===== src/rtl/load_responder_pkg.sv =====
// Shared OOO definitions: RS tags, load sizes and load-FSM state.
// Consumed by load_responder and load_align.
package load_responder_pkg;

  typedef logic [3:0] RS_tag_type;
  localparam RS_tag_type INVALID = 4'h0;

  typedef enum logic [1:0] {
    BYTE = 2'd0,
    HALF = 2'd1,
    WORD = 2'd2
  } mem_size_e;

  typedef enum logic [1:0] {
    IDLE = 2'd0,
    RD   = 2'd1,
    RESP = 2'd2
  } load_state_e;

  // Size code 3 has no meaning of its own and behaves as a word.
  function automatic mem_size_e to_mem_size(input logic [1:0] sz);
    case (sz)
      2'd0:    return BYTE;
      2'd1:    return HALF;
      default: return WORD;
    endcase
  endfunction

endpackage


===== src/rtl/load_align.sv =====
// Load lane select and sign/zero extension (purely combinational).
module load_align
  import load_responder_pkg::*;
(
  input  logic [31:0] rdata,
  input  logic [1:0]  addr_lo,
  input  mem_size_e   size,
  input  logic        sign,
  output logic [31:0] data
);

  logic [7:0]  b;
  logic [15:0] h;

  always_comb begin
    b = rdata[7:0];
    unique case (addr_lo)
      2'd0: b = rdata[7:0];
      2'd1: b = rdata[15:8];
      2'd2: b = rdata[23:16];
      2'd3: b = rdata[31:24];
    endcase
    h = addr_lo[1] ? rdata[31:16] : rdata[15:0];
  end

  // sign=1 means unsigned load, so the fill bit is zero.
  always_comb begin
    data = rdata;
    unique case (1'b1)
      (size == BYTE): data = {{24{~sign & b[7]}}, b};
      (size == HALF): data = {{16{~sign & h[15]}}, h};
      default:        data = rdata;
    endcase
  end

endmodule


===== src/rtl/load_responder.sv =====
// Data-BRAM load responder: accept, read, align, hold for CDB grant.
// Optional LOAD_RESP_MISALIGN_CHECK_EN flags misaligned half/word loads.
module load_responder
  import load_responder_pkg::*;
#(
  parameter int ADDR_W = 14
) (
  input  logic              CLK,
  input  logic              RST,
  input  logic              MEM_READ,
  input  logic [31:0]       MEM_ADDR2,
  input  logic [1:0]        MEM_SIZE,
  input  logic              MEM_SIGN,
  input  RS_tag_type        req_tag,
  input  logic              flush,
  input  logic              cdb_grant,
  output logic              mem_resp,
  output logic              mem_resp_valid,
  output logic [31:0]       mem_data_out,
  output RS_tag_type        resp_tag,
  output logic              dmem_en,
  output logic [ADDR_W-1:0] dmem_addr,
  input  logic [31:0]       dmem_rdata,
  output logic              resp_misalign
);

  load_state_e state, state_nxt;
  mem_size_e   size_in, size_q;
  logic        accept, misalign;
  logic [1:0]  lo_q;
  logic        sign_q, mis_q;
  RS_tag_type  tag_q;
  logic [31:0] data_q, aligned;
  logic        unused_hi;

  assign size_in   = to_mem_size(MEM_SIZE);
  assign unused_hi = ^MEM_ADDR2[31:ADDR_W+2];

`ifdef LOAD_RESP_MISALIGN_CHECK_EN
  assign misalign = ((size_in == HALF) && MEM_ADDR2[0]) ||
                    ((size_in == WORD) && (MEM_ADDR2[1:0] != 2'd0));
`else
  assign misalign = 1'b0;
`endif

  always_comb begin
    accept = 1'b0;
    unique case (state)
      IDLE:    accept = MEM_READ & ~flush;
      RESP:    accept = cdb_grant & MEM_READ & ~flush;
      default: accept = 1'b0;
    endcase
  end

  always_ff @(posedge CLK or posedge RST) begin
    if (RST) state <= IDLE;
    else     state <= state_nxt;
  end

  always_comb begin
    state_nxt = state;
    unique case (state)
      IDLE: if (accept) state_nxt = RD;
      RD:   state_nxt = flush ? IDLE : RESP;
      RESP: begin
        if (flush)          state_nxt = IDLE;
        else if (cdb_grant) state_nxt = accept ? RD : IDLE;
      end
      default: state_nxt = IDLE;
    endcase
  end

  always_ff @(posedge CLK or posedge RST) begin
    if (RST) begin
      lo_q   <= 2'd0;
      size_q <= WORD;
      sign_q <= 1'b0;
      mis_q  <= 1'b0;
      tag_q  <= INVALID;
      data_q <= 32'd0;
    end else begin
      if (accept) begin
        lo_q   <= MEM_ADDR2[1:0];
        size_q <= size_in;
        sign_q <= MEM_SIGN;
        mis_q  <= misalign;
        tag_q  <= req_tag;
      end
      if (state == RD) data_q <= mis_q ? 32'd0 : aligned;
    end
  end

  load_align u_align (
    .rdata   (dmem_rdata),
    .addr_lo (lo_q),
    .size    (size_q),
    .sign    (sign_q),
    .data    (aligned)
  );

  always_comb begin
    mem_resp       = accept;
    dmem_en        = accept & ~misalign & ~RST;
    dmem_addr      = dmem_en ? MEM_ADDR2[ADDR_W+1:2] : '0;
    mem_resp_valid = (state == RESP);
    mem_data_out   = mem_resp_valid ? data_q : 32'd0;
    resp_tag       = mem_resp_valid ? tag_q : INVALID;
    resp_misalign  = mem_resp_valid & mis_q;
  end

endmodule


===== config.mk =====
export PLATFORM = sky130hd
export DESIGN_NAME = load_responder
export DESIGN_NICKNAME = d
export VERILOG_FILES = /design/src/rtl/load_responder_pkg.sv /design/src/rtl/load_align.sv /design/src/rtl/load_responder.sv
export SDC_FILE = /design/constraint.sdc
export NUM_CORES = 1
export LEC_CHECK = 0
export BUFFER_PORTS_ARGS = -buffer_cell sky130_fd_sc_hd__buf_2
export CAP_MARGIN = 20
export CORE_UTILIZATION = 45
export DETAILED_ROUTE_END_ITERATION = 12
export HOLD_SLACK_MARGIN = 0.02
export PLACE_DENSITY = 0.87
export REMOVE_ABC_BUFFERS = 1
export SYNTH_ARGS = -nofsm -noshare
export SYNTH_HDL_FRONTEND = slang
export SYNTH_SLANG_ARGS = --single-unit

===== constraint.sdc =====
create_clock -name CLK -period 5.02 [get_ports CLK]
set_clock_uncertainty 0.15 [all_clocks]
set_input_delay 0.251 -clock CLK [delete_from_list [all_inputs] [get_ports CLK]]
set_output_delay 0.251 -clock CLK [all_outputs]
set_load 0.05 [all_outputs]

## Word level (Yosys, flattened, before mapping)

Index checks and enable logic that the tools add are counted.

| word-level totals | value |
|---|---|
| register bits after elaboration | 43 |
| bits of input ports | 76 |
| output and inout port bits | 54 |
| logic and storage cells | 43 |

| operators by class | value |
|---|---|
| equality and inequality tests | 9 |
| mux-type cells | 14 |
| bitwise operators | 9 |
| reduce and logical (&&, ||, !) cells | 5 |

Operators by type and width:

| kind | count |
|---|---|
| $pmux W32 S2 | 1 |
| $mux W32 | 1 |
| $pmux W8 S4 | 1 |
| $mux W16 | 1 |
| $mux W14 | 1 |
| $eq A2 B1 Y1 const B | 4 |
| $logic_not A2 Y1 | 4 |
| $mux W2 | 4 |
| $and A1 B1 Y1 | 6 |
| $eq A2 B2 Y1 const B | 3 |
| $pmux W2 S3 | 1 |
| $mux W4 | 1 |
| $pmux W2 S2 | 1 |
| $ne A3 B3 Y1 const B | 1 |
| $not A1 Y1 | 3 |
| $ne A2 B2 Y1 const B | 1 |
| $pmux W1 S2 | 1 |
| $reduce_and A2 Y1 | 1 |
| $mux W1 | 1 |

## Depth between registers and ports, before layout

| depth | value |
|---|---|
| word-level depth | 7 |
| gate-level depth with buffers | 5 |
| mapped depth without buffers | 4 |

## Cells and area by module

A second synthesis with hierarchy kept.

| unflattened totals | value |
|---|---|
| cells, all modules | 289 |
| area total of the unflattened synthesis | 2975.4 sq um |

By module, submodules not included:

| module | times used | cells an instance | area each (sq um) | seq. area each (sq um) |
|---|---|---|---|---|
| load_responder | 1 | 156 | 1991.9 | 1077.3 |
| load_align | 1 | 133 | 983.4 | 0.0 |

## Least setup slack after synthesis

No wires, ideal clock.

| timing | value |
|---|---|
| path type | reg-to-output |
| from | register state[0] |
| to | output dmem_addr[10] |
| arrival time | 1.930 ns |
| required time | 4.619 ns |
| setup slack | 2.689 ns |
| stages on the path, launching flop included | 6 |
| buffers on the path | 1 |
| path through | dfrtp_1 -> nor2_1 -> nand3_1 -> nor2_1 -> clkbuf_1 -> and2_1 |

| on the way | value |
|---|---|
| word-level cells in the longest chain between the ends | 4 |
| elaborated cells on any way between the ends | 5 |
| those cells by class | eq/ne (1); mux (2); bitwise (1); reduce/logical (1) |

RTL lines:

| element | line | text |
|---|---|---|
| from (decl) | load_responder.sv:27 | `load_state_e state, state_nxt;` |
| from (signal assigned) | load_responder.sv:57 | `else state <= state_nxt;` |
| $eq A2 B2 Y1 / $logic_not A2 Y1 (equally long branches) | load_responder.sv:48 | `unique case (state)` |
| $pmux W1 S2 * | load_responder.sv:48 |  |
| $and A1 B1 Y1 * | load_responder.sv:103 | `dmem_en = accept & ~misalign & ~RST;` |
| named net dmem_en | load_responder.sv:21 | `output logic dmem_en,` |
| $mux W14 * | load_responder.sv:104 | `dmem_addr = dmem_en ? MEM_ADDR2[ADDR_W+1:2] : '0;` |
| to (decl) | load_responder.sv:22 | `output logic [ADDR_W-1:0] dmem_addr,` |

Mark *: on every way through the listed nets, which the timed path passes. The rest lies on a longest branch.

## Worst setup path after layout

| timing | value |
|---|---|
| from | input flush |
| to | output dmem_addr[6] |

| on the way | value |
|---|---|
| word-level cells in the longest chain between the ends | 5 |
| elaborated cells on any way between the ends | 6 |
| those cells by class | mux (2); bitwise (4) |

RTL lines:

| element | line | text |
|---|---|---|
| from (decl) | load_responder.sv:15 | `input logic flush,` |
| $not A1 Y1 * | load_responder.sv:49, load_responder.sv:50 |  |
| $and A1 B1 Y1, on equally long branches | load_responder.sv:50, load_responder.sv:49 |  |
| $pmux W1 S2 * | load_responder.sv:48 |  |
| $and A1 B1 Y1 * | load_responder.sv:103 |  |
| $mux W14 * | load_responder.sv:104 |  |

Every way passes the cells marked *; elsewhere a longest branch is shown, timed or not.

==> results.toml <==
[outcome]
status = "complete, no violations"

[logic_synthesis]
ys_warn_count = 0
synth_edf_count = 0
ys_top_cells_by_count = "and2_1 (50), dfrtp_1 (42), a21oi_1 (30)"
synthDistinctLibCells = 32
ys_ff_latch = 43
netlist_area_sq_um = 2550
yosysSeqAreaShare = 0.422
synth_most_common_cell = "and2_1"
synthCells = 280
synthArstFlopShare = 1.00
yosysTopAreaCell = "dfrtp_1"
synth_flop_cell = "dfrtp_1"
yosysTopAreaCellShare = 0.412
avgSynthCellArea_sq_um = 9.11
yosys-top-cells-area = "dfrtp_1 (41%), and2_1 (12%), mux2_2 (7.1%), a21oi_1 (5.9%), o21ai_0 (3.3%)"

[power_and_ir_drop]
pwr-share-clk = 0.236
switching_share = 0.359
seqPwrFrac = 0.456
powerDensity_nw_per_um2 = 360
irDropWorstVdd_v = 0.000205
total_power_mw = 1.19
p_sw_mw = 0.427
p_leak_nw = 1.64
combPwrFrac = 0.309
internal_power_mw = 0.762

[timing]
setup_viol = 0
max_freq_ghz = 0.338
drv_slew = 0
period_share = 0.590
finalHoldViolCount = 0
slew_headroom = 0.485
fin_ws_ns = 2.06
rsz0062_at_grt = "no"
setup_tns_ns = 0
hold_slack_ns = 0.0302
worst_pin_slew_ns = 0.770
post-route-min-period_ns = 2.96

[clocking]
cts_buffer_depth = 2
cts.sinks = 43
cts_root_buf = "clkbuf_8"
clk_pin_slew_ns = 0.08
postCtsSetupRepairBufs = 0
ctsResizeCount = 0
cts_tree = "yes"
cts_buffers = 5
clock_latency_ns = 0.30
cts.htree.levels = 2

[critical_path]
critical_path_class = "input pin to output pin"
critPathMaxFanout = 15
cp.buffers_inverters = 3
cpLargestDelayFamily = "simple AND/OR/NAND/NOR gates"
slowest_delay_ns = 0.65
crit_chain = "dlygate4sd3_1, buf_2, nor2_1, nand3_1, nor2_1, and2_1, buf_2"
crit_slowest_cell = "nor2_1"
endpoint_kind = "output pin"
critical_path.startpoint_type = "input pin"
worstPathRequired_ns = 4.62
crit_arrival_ns = 2.56

[drt]
routedWlPerCell_microns = 15.4
ant_nets = 0
drt_pass1_iterations = 5
drcViolationCount = 0
viasPerCell = 5.45
drtIter0Drc = 240
vias = 2484
route.final.wire_length_microns = 7040

[grt]
antenna_found_initial = 0
grt_pass1_vias = 2433
grt_pass1_wl_microns = 11600
overflow = 0
grt_use_total = 0.245
grt_max_degree = 44

[placement]
dp_hpwl_microns = 4840
dp_cells = 444
dpl_cell_area_sq_um = 3130
dpl_worst_slack_ns = 2.53
numPortBuffers = 112
place_congestion = 0.827

[final_layout]
design_area_sq_um = 3300
final_nets = 459
antenna_cells = 0
layout-drive-gt1-share = 0.385
final_util = 0.603
syn_to_final_growth_pct = 29.4
layout.cells.non_filler = 456

[worst_hold_path]
hp-class = "input pin to flip-flop"

[die]
die_h_microns = 77.3
die_x_microns = 77.3
rows = 27
io_pins = 130
dieArea_sq_um = 5970
start_util = 0.466
core_area_sq_um = 5470

[flow_run]
maxCapViolCount = 0
[power groups by stage]
stage / logic [mW] / clock network (mW) / registers [mW]
after global routing: 0.406 / 0.299 / 0.559
after CTS: 0.365 / 0.283 / 0.541
final: 0.367 / 0.281 / 0.542
after global placement: 0.349 / 0 / 0.539
after detailed placement: 0.362 / 0 / 0.547
after floorplan: 0.275 / 0 / 0.514
[flip-flops by register name, indices dropped and copies added (netlist names)]
register  count
data_q       32
tag_q         4
lo_q          2
size_q        2
state         2
sign_q        1
[layout make-up]
cell class	count	area, sq um
fillers	491	2170
well taps	72	90.1
repair buffers	119	633
clock buffers	6	82.6
flip-flops and latches	43	1080
inverters	6	22.5
clock inverters	2	35.0
multi-input cells	208	1360
[path summary, 6_finish.rpt]
kind | startpoint | to | slack [ns] | cells after the start
hold / removal | req_tag[3] | tag_q[3] | 0.03 | 2
setup / recovery | flush | dmem_addr[6] | 2.06 | 7
hold reg to reg | data_q[2] | data_q[2] | 0.33 | 2
min in group asynchronous | RST | tag_q[3] | 0.47 | 4
setup reg to reg | size_q[1] | data_q[10] | 2.54 | 4
max in group asynchronous | RST | data_q[18] | 3.86 | 4
[logic make-up (layout without fill, tap and decap cells)]
| logic type | after synthesis | after routing | synth area share |
|---|---|---|---|
| other | 1 | 1 | 0.00147 |
| AND/OR/NAND/NOR | 101 | 101 | 0.228 |
| AO/OA/AOI/OAI | 87 | 87 | 0.219 |
| buffers and inverters | 29 | 133 | 0.0461 |
| flip-flops | 43 | 43 | 0.422 |
| multiplexers | 19 | 19 | 0.0824 |
[timing repair]
item / 4_1_cts / 5_1_grt
endpoints found under the setup margin: 0 / 0
hold endpoints to repair: 43 / 0
hold buffers: 2 / 0
[per-layer routing]
layer | GRT usage | up-vias | share of wire
met5 | 0 | - | 0
met4 | 0.0962 | 0 | 0.014
met3 | 0.0631 | 9 | 0.083
met2 | 0.412 | 118 | 0.49
met1 | 0.299 | 1164 | 0.41
li1 | - | 1193 | -
[placed cells by master (no fill, tap or decap)]
cell type,count
clkinv_1,1
bufinv_16,1
mux2i_1,3
dfstp_2,1
a222oi_1,7
mux2_2,16
buf_8,2
nor3_1,1
o31ai_2,1
nor3b_1,2
a211oi_2,1
nor2_1,8
or3_1,1
dlygate4sd3_1,2
and2_1,50
a21oi_1,30
nand2b_1,5
nor2b_2,2
a221oi_1,2
buf_2,112
o22ai_4,1
conb_1,1
or3b_1,1
nor2b_1,2
nand2_1,19
clkinv_2,1
buf_4,3
a22o_1,7
o211ai_1,10
nand3b_1,6
nor3_4,1
inv_1,5
o21ai_1,11
dfrtp_1,42
o21ai_0,17
nand3_1,3
clkbuf_8,6
Note: power is estimated with default switching activity, not from simulation.
